File: config.mk
export PLATFORM = sky130hd
export DESIGN_NAME = levinson_update_flat
export DESIGN_NICKNAME = d
export VERILOG_FILES = /design/src/rtl/levinson_update_if.sv /design/src/rtl/levinson_update.sv /design/src/flat_wrapper.sv
export SDC_FILE = /design/constraint.sdc
export NUM_CORES = 2
export LEC_CHECK = 0
export ABC_AREA = 1
export CORE_ASPECT_RATIO = 2
export CORE_MARGIN = 3
export CORE_UTILIZATION = 50
export DETAILED_ROUTE_END_ITERATION = 7
export MAX_ROUTING_LAYER = met4
export PLACE_DENSITY = 0.72
export SLEW_MARGIN = 20
export SYNTH_ARGS = -nofsm -noshare
export SYNTH_HDL_FRONTEND = slang
export SYNTH_SLANG_ARGS = --single-unit
File: constraint.sdc
create_clock -name clk -period 30.8 [get_ports clk]
set_input_delay 3.08 -clock clk [delete_from_list [all_inputs] [get_ports clk]]
set_output_delay 3.08 -clock clk [all_outputs]
set_load 0.01 [all_outputs]
File: src/rtl/levinson_update_if.sv
// Handshake, datapath-stage and read-port bundle for levinson_update.
interface levinson_update_if #(parameter int IW = 4);
  logic          clear;
  logic          start;
  logic [IW-1:0] order_i;
  logic [31:0]   k;
  logic          busy;
  logic          done;
  logic          err;
  logic          lo_out_sel;
  logic [31:0]   lo_temp;
  logic [31:0]   lo_a;
  logic [31:0]   lo_k;
  logic [31:0]   lo_next_a;
  logic [IW-1:0] rd_idx;
  logic [31:0]   rd_coef;

  modport slave (
    input  clear, start, order_i, k, lo_next_a, rd_idx,
    output busy, done, err, lo_out_sel, lo_temp, lo_a, lo_k, rd_coef
  );
  modport master (
    output clear, start, order_i, k, lo_next_a, rd_idx,
    input  busy, done, err, lo_out_sel, lo_temp, lo_a, lo_k, rd_coef
  );
endinterface

File: src/rtl/levinson_update.sv
// One Levinson-Durbin order step: walks j=1..i-1 through levinson_out, stages results, commits bank atomically.
// Optional: LEVINSON_SAT_EN saturates lo_temp instead of wrapping.
module levinson_update #(
  parameter int ORDER = 10,
  parameter int IW    = 4
) (
  input  logic              clk,
  input  logic              rst_n,
  levinson_update_if.slave  bus
);
  localparam logic [1:0] S_IDLE = 2'd0;
  localparam logic [1:0] S_RUN  = 2'd1;
  localparam logic [1:0] S_LAST = 2'd2;

  logic [1:0]    r_state;
  logic [31:0]   r_a   [1:ORDER];
  logic [31:0]   r_stg [1:ORDER];
  logic [31:0]   r_k;
  logic [IW-1:0] r_i, r_j;
  logic          r_busy, r_done, r_err;

  logic [IW-1:0]      w_ij;
  logic [31:0]        w_aj, w_aij, w_rd, w_temp;
  logic signed [63:0] w_prod, w_sh;
  logic               w_ord_ok;

  assign w_ij     = r_i - r_j;
  assign w_ord_ok = (bus.order_i != '0) && (bus.order_i <= IW'(ORDER));

  // Index 0 and indices above ORDER fall through to zero.
  always_comb begin
    w_aj  = '0;
    w_aij = '0;
    w_rd  = '0;
    for (int n = 1; n <= ORDER; n++) begin
      if (r_j == IW'(n))        w_aj  = r_a[n];
      if (w_ij == IW'(n))       w_aij = r_a[n];
      if (bus.rd_idx == IW'(n)) w_rd  = r_a[n];
    end
  end

  assign w_prod = $signed({{32{r_k[31]}}, r_k}) * $signed({{32{w_aij[31]}}, w_aij});
  assign w_sh   = w_prod >>> 29;

`ifdef LEVINSON_SAT_EN
  always_comb begin
    if (w_sh > 64'sd2147483647)       w_temp = 32'h7FFF_FFFF;
    else if (w_sh < -64'sd2147483648) w_temp = 32'h8000_0000;
    else                              w_temp = 32'(w_sh);
  end
`else
  assign w_temp = 32'(w_sh);
`endif

  assign bus.lo_out_sel = (r_state == S_RUN);
  assign bus.lo_temp    = (r_state == S_RUN) ? w_temp : '0;
  assign bus.lo_a       = (r_state == S_RUN) ? w_aj : '0;
  assign bus.lo_k       = (r_state == S_IDLE) ? '0 : r_k;
  assign bus.busy       = r_busy;
  assign bus.done       = r_done;
  assign bus.err        = r_err;
  assign bus.rd_coef    = w_rd;

  always_ff @(posedge clk) begin
    if (!rst_n) begin
      r_state <= S_IDLE;
      r_k     <= '0;
      r_i     <= '0;
      r_j     <= '0;
      r_busy  <= 1'b0;
      r_done  <= 1'b0;
      r_err   <= 1'b0;
      for (int n = 1; n <= ORDER; n++) begin
        r_a[n]   <= '0;
        r_stg[n] <= '0;
      end
    end else begin
      r_done <= 1'b0;
      r_err  <= 1'b0;
      case (r_state)
        S_IDLE: begin
          if (bus.clear) begin
            for (int n = 1; n <= ORDER; n++) r_a[n] <= '0;
          end else if (bus.start) begin
            if (w_ord_ok) begin
              r_k     <= bus.k;
              r_i     <= bus.order_i;
              r_j     <= IW'(1);
              r_busy  <= 1'b1;
              r_state <= (bus.order_i > IW'(1)) ? S_RUN : S_LAST;
            end else begin
              r_err <= 1'b1;
            end
          end
        end
        S_RUN: begin
          // Staging keeps the bank intact so a[i-j] reads stay on the old coefficients.
          for (int n = 1; n <= ORDER; n++)
            if (r_j == IW'(n)) r_stg[n] <= bus.lo_next_a;
          r_j <= r_j + 1'b1;
          if (r_j == r_i - 1'b1) r_state <= S_LAST;
        end
        S_LAST: begin
          for (int n = 1; n <= ORDER; n++) begin
            if (IW'(n) < r_i)       r_a[n] <= r_stg[n];
            else if (IW'(n) == r_i) r_a[n] <= bus.lo_next_a;
          end
          r_done  <= 1'b1;
          r_busy  <= 1'b0;
          r_state <= S_IDLE;
        end
        default: r_state <= S_IDLE;
      endcase
    end
  end
endmodule

File: src/flat_wrapper.sv
// flat-port wrapper written by rule: the top's interface ports become plain ports
module levinson_update_flat 
#(
  parameter int ORDER = 10,
  parameter int IW    = 4
)
  (clk, rst_n, bus_clear, bus_start, bus_order_i, bus_k, bus_lo_next_a, bus_rd_idx, bus_busy, bus_done, bus_err, bus_lo_out_sel, bus_lo_temp, bus_lo_a, bus_lo_k, bus_rd_coef);
  levinson_update_if #(.IW(IW)) bus_i ();
  input  logic clk;
  input  logic rst_n;
  input wire logic [$bits(bus_i.clear)-1:0] bus_clear;
  input wire logic [$bits(bus_i.start)-1:0] bus_start;
  input wire logic [$bits(bus_i.order_i)-1:0] bus_order_i;
  input wire logic [$bits(bus_i.k)-1:0] bus_k;
  input wire logic [$bits(bus_i.lo_next_a)-1:0] bus_lo_next_a;
  input wire logic [$bits(bus_i.rd_idx)-1:0] bus_rd_idx;
  output wire logic [$bits(bus_i.busy)-1:0] bus_busy;
  output wire logic [$bits(bus_i.done)-1:0] bus_done;
  output wire logic [$bits(bus_i.err)-1:0] bus_err;
  output wire logic [$bits(bus_i.lo_out_sel)-1:0] bus_lo_out_sel;
  output wire logic [$bits(bus_i.lo_temp)-1:0] bus_lo_temp;
  output wire logic [$bits(bus_i.lo_a)-1:0] bus_lo_a;
  output wire logic [$bits(bus_i.lo_k)-1:0] bus_lo_k;
  output wire logic [$bits(bus_i.rd_coef)-1:0] bus_rd_coef;
  assign bus_i.clear = bus_clear;
  assign bus_i.start = bus_start;
  assign bus_i.order_i = bus_order_i;
  assign bus_i.k = bus_k;
  assign bus_i.lo_next_a = bus_lo_next_a;
  assign bus_i.rd_idx = bus_rd_idx;
  assign bus_busy = bus_i.busy;
  assign bus_done = bus_i.done;
  assign bus_err = bus_i.err;
  assign bus_lo_out_sel = bus_i.lo_out_sel;
  assign bus_lo_temp = bus_i.lo_temp;
  assign bus_lo_a = bus_i.lo_a;
  assign bus_lo_k = bus_i.lo_k;
  assign bus_rd_coef = bus_i.rd_coef;
  levinson_update #(.ORDER(ORDER), .IW(IW)) u_core (.clk(clk), .rst_n(rst_n), .bus(bus_i));
endmodule
[Yosys cells after proc, flatten, opt, wreduce, memory -nomap -nowiden]
Memories as Yosys holds them, arrays and structs flattened.
Index checks and enable logic that the tools add are counted.
W data, S select, Z words.
Word-level totals
  flip-flop bits (word level): 45
  output and inout port bits: 132
  word-level logic and storage cells: 350
  input bits: 76
  memories kept: 2
  memory bits (writable): 640
Cells by class
  reduce and logical (&&, ||, !) cells: 10
  eq/ne operators: 47
  bitwise operators: 44
  mux-type cells: 224
  magnitude comparators: 12
  $mul: 1
  add/subtract/negate cells: 3
Memories
  u_core.r_a: depth 10, bits a word 32, read ports 10, clocked after memory_dff 0, wr ports 10, line levinson_update.sv:16  | logic [31:0] r_a [1:ORDER];
  u_core.r_stg: depth 10, bits a word 32, read ports 10, clocked after memory_dff 0, wr ports 10, line levinson_update.sv:17  | logic [31:0] r_stg [1:ORDER];
Operators by type and width (number)
  $mux W32: 73
  $mux W1: 140
  $mul A32 B32 Y61: 1
  $eq A4 B3 Y1 const B: 12
  $or A1 B1 Y1: 40
  $eq A4 B4 Y1 const B: 9
  $eq A4 B2 Y1 const B: 6
  $eq A3 B4 Y1 const A: 4
  $lt A3 B4 Y1 const A: 4
  $reduce_and A4 Y1: 4
  $eq A4 B1 Y1 const B: 3
  $eq A4 B4 Y1 const A: 3
  $lt A4 B4 Y1 const A: 3
  $mux W4: 3
  $mux W2: 5
  $eq A2 B4 Y1 const A: 2
  $lt A2 B4 Y1 const A: 2
  $pmux W4 S2: 1
  $add A4 B1 Y4 const B: 1
  $eq A1 B4 Y1 const A: 1
  $eq A4 B4 Y1: 1
  $gt A4 B1 Y1 const B: 1
  $le A4 B4 Y1 const B: 1
  $lt A1 B4 Y1 const A: 1
  14 further kinds: 20

[Logic depth before layout (Yosys ltp)]
  word-level depth: 14
  gate-level depth with buffers: 49
  gate-level depth less buffers: 47

[Worst setup path after synthesis]
No wires, ideal clock.
  path type: register -> output
  start point: register u_core.r_i[0]
  end point: output bus_lo_temp[30]
  stages on the path, launching flop included: 39
  arrival time: 9.469 ns
  path slack: 18.251 ns
  path through: dfxtp_1 -> inv_1 -> ha_1 -> inv_1 -> fa_1 -> buf_2 -> nand2_1 -> inv_1 -> nand3_2 -> buf_1 -> o22ai_1 -> a21oi_1 -> o221ai_1 -> o22ai_1 -> o21ai_0 -> a21oi_1 -> o21ai_1 -> nand2_1 -> [3 not listed] -> fa_1 -> inv_1 -> fa_1 -> inv_1 -> fa_1 -> fa_1 -> inv_1 -> fa_1 -> inv_1 -> fa_1 -> ha_1 -> a21oi_1 -> o21a_1 -> a21boi_0 -> nor2_1 -> a2111oi_0 -> a21oi_1 -> nor2_1
Between the ends
  longest elaborated chain between the ends: 14
RTL lines
  from (decl): line levinson_update.sv:19  | logic [IW-1:0] r_i, r_j;
  from (signal assigned): line levinson_update.sv:87  | r_i <= bus.order_i;
  $sub A4 B4 Y4 (*): line levinson_update.sv:27  | assign w_ij = r_i - r_j;
  $eq A4 B1 Y1: line levinson_update.sv:37  | if (w_ij == IW'(n)) w_aij = r_a[n];
  $mux W32 (9 in series): line levinson_update.sv:37
  $mux W32 (*): line levinson_update.sv:37
  $mul A32 B32 Y61 (*): line levinson_update.sv:42  | assign w_prod = $signed({{32{r_k[31]}}, r_k}) * $signed({{32{w_aij[31]}}, w_aij});
  $mux W32 (*): line levinson_update.sv:56  | assign bus.lo_temp = (r_state == S_RUN) ? w_temp : '0;
  to (decl): line flat_wrapper.sv:21  | output wire logic [$bits(bus_i.lo_temp)-1:0] bus_lo_temp;
Every way passes the cells marked *; elsewhere a longest branch is shown, timed or not.

[Worst setup path in the final report]
  start point: register u_core.r_i[0]
  end point: output bus_lo_temp[24]
Same word-level chain as after synthesis.

==> metrics.txt <==
outcome finished clean; Initial DRT Pass Iterations 7; final setup fails 0; Hold Fails Final Rpt 0; Synth top area share 30.59%; IO Port Bufs 207; Post-synth EDFFs 640; CTS H-Tree Depth 3; Die H 530.3 um; Crit. End Element output pin; Final period util 56.31%; Worst Path Arrival 14260 ps; GR Overflow Total 0; # DRC 0; area grow syn2layout 9.157%; reg-to-reg startpoint u_core.r_state[0]$_SDFFE_PN0P_; layout cells sized above 1 5.143%; Max Slew Vio Count 0; Crit Path Category register to output pin; # resized after CTS 0; core area 0.1360 sq mm; Tmin final 17340 ps; CTS Hold Bufs 0; setup bufs post-CTS 0; pin count of the biggest net entering global routing 70; first-pass GRT wire length 444100 um; flops & latches, synth 685; synthesized netlist cell count 7696; WHS Path Cells 2; clk root buf clkbuf_16; Initial Util 50.54%; R2R Setup Slk 26670 ps; FF-to-FF path depth 9; Routability Congestion 1.059; post-synthesis cell type count 55; min-delay worst type register to register; clock latency on the worst-skew pair 680 ps; crit-path max FO 40; GRT Total Usage 46.58%; Net Count, Synth 9010; Routed WL 312700 um; worst slew pin tran 1188 ps; CP Buf/Inv Count 11; Layout Skew 33.97 ps; reg2reg end u_core.r_k[6]$_SDFFE_PN0P_; final antenna-violating net count 0; maxcap violations 0; Vias/cell 6.233; die width 268.1 um; worst endpoint required time 27720 ps; dpl hpwl 233400 um; vias in the first global route 61810; RSZ-0062 raised after global routing false; CTS tree yes; drt wl/cell 32.85 um; final design utilization 55.16%; Hold Crit Endpoint u_core.bus.busy$_SDFFE_PN0P_; initial antenna violation count 40; Starting DRT DRC Count 6612; Fin Setup TNS 0 ps; f_max 0.05765 GHz; Worst Setup Start Kind register; Avg Cell Area, Syn 8.929 sq um; final net count 9002; most frequent CP cell fa_1; Slew HR 20.72%; cell count along the critical path 40; slowest stage delay, CP 1260 ps; synth warn 0; largest area contributor in the netlist fa_1; die area 0.1422 sq mm; CTS clk-pin slew, worst paths 70 ps; Synth area leaders fa_1 31%, edfxtp_1 28%, inv_1 8.6%, nand2_1 6.6%, nor2_1 5.1%; boundary pin count 208; Slowest-stage cell, CP fa_1; synthesized cell area 0.06872 sq mm; FFs w/ async S/R, synth 0%; Seq/Total Area, Yosys 29.28%; Hold Startpoint u_core.bus.busy$_SDFFE_PN0P_; Inserted Clock Buffers 66; crit-path leading delay family adder cells; most common cell in the netlist inv_1; Synth Flop Type edfxtp_1; Sink Count 685; clock buffer depth 3; Post-synth top cells 1578 x inv_1, 1207 x nand2_1, 1050 x fa_1; DR vias 59330; num rows 191
[layer usage]
metal	global-route usage, %	routed length, um	vias up
met5	-	0	-
met4	48.90	44610	0
met3	18.42	32740	1955
met2	72.99	148600	4009
met1	40.62	86760	29190
li1	-	-	24170
[logic make-up (layout without fill, tap and decap cells)]
kind of cell	Yosys count	after routing	share of synthesized area [%]
simple gates	2469	2469	14.38
buf+inv	2079	2122	11.53
fa+ha+maj	1238	1238	34.01
compound gates	1195	1195	10.41
flops	685	685	29.28
xor+xnor	30	30	0.3933
other cells	0	43	0
[stage by stage]
step	hold slack (ps)	area, sq um	worst slack (ps)	std cells
floorplan	485.1	68720	18250	7696
global placement	491.3	72730	15360	9357
detailed placement	483.2	72730	15210	9357
CTS	503.1	74900	14460	9476
global route	533.1	74990	13130	9513
finish	505.2	75010	13460	9519
[how the worst max path moves through the flow]
stage | startpoint | end
global placement | u_core.r_i[0]$_SDFFE_PN0P_ | bus_lo_temp[31]
global route | u_core.r_i[0]$_SDFFE_PN0P_ | bus_lo_temp[20]
CTS | u_core.r_i[0]$_SDFFE_PN0P_ | bus_lo_temp[31]
floorplan | u_core.r_i[0]$_SDFFE_PN0P_ | bus_lo_temp[30]
finish | u_core.r_i[0]$_SDFFE_PN0P_ | bus_lo_temp[24]
detailed placement | u_core.r_i[0]$_SDFFE_PN0P_ | bus_lo_temp[31]
[area by class of cell]
class                           instances  area, sq um
Antenna cell                           43        107.6
Tap cell                             1737         2173
Sequential cell                       685        20120
Multi-Input combinational cell       4932        41010
Clock inverter                         46        449.2
Clock buffer                           73         1720
Timing Repair Buffer                  372         3308
Fill cell                           12430        60970
Inverter                             1631         6122
[layout by cell type, fill, tap and decap left out, drive strengths merged, types with 206 or more instances in the layout]
cell           synthesis  layout
inv                 1589    1595
nand2               1212    1212
fa                  1050    1050
nor2                 937     937
edfxtp               640     640
o21ai                440     440
a21oi                244     244
o22ai                230     230
nand3                207     207
clkdlybuf4s50          0     206
[state kept, by name, indices dropped and copies added (netlist names)]
name and cells:
u_core.bus.done 1, u_core.r_j 4, u_core.r_stg 320, u_core.r_a 320
u_core.r_k 32, u_core.bus.busy 1, u_core.r_i 4, u_core.r_state 2
u_core.bus.err 1
[tightest hold or removal path: cells and delay by family (launching register included)]
family,cells,cell delay (ps)
flops,1,320
compound gates,2,130
Power is not shown: default switching activity piles up to over one toggle a cycle in this logic, so the estimate is an artifact.
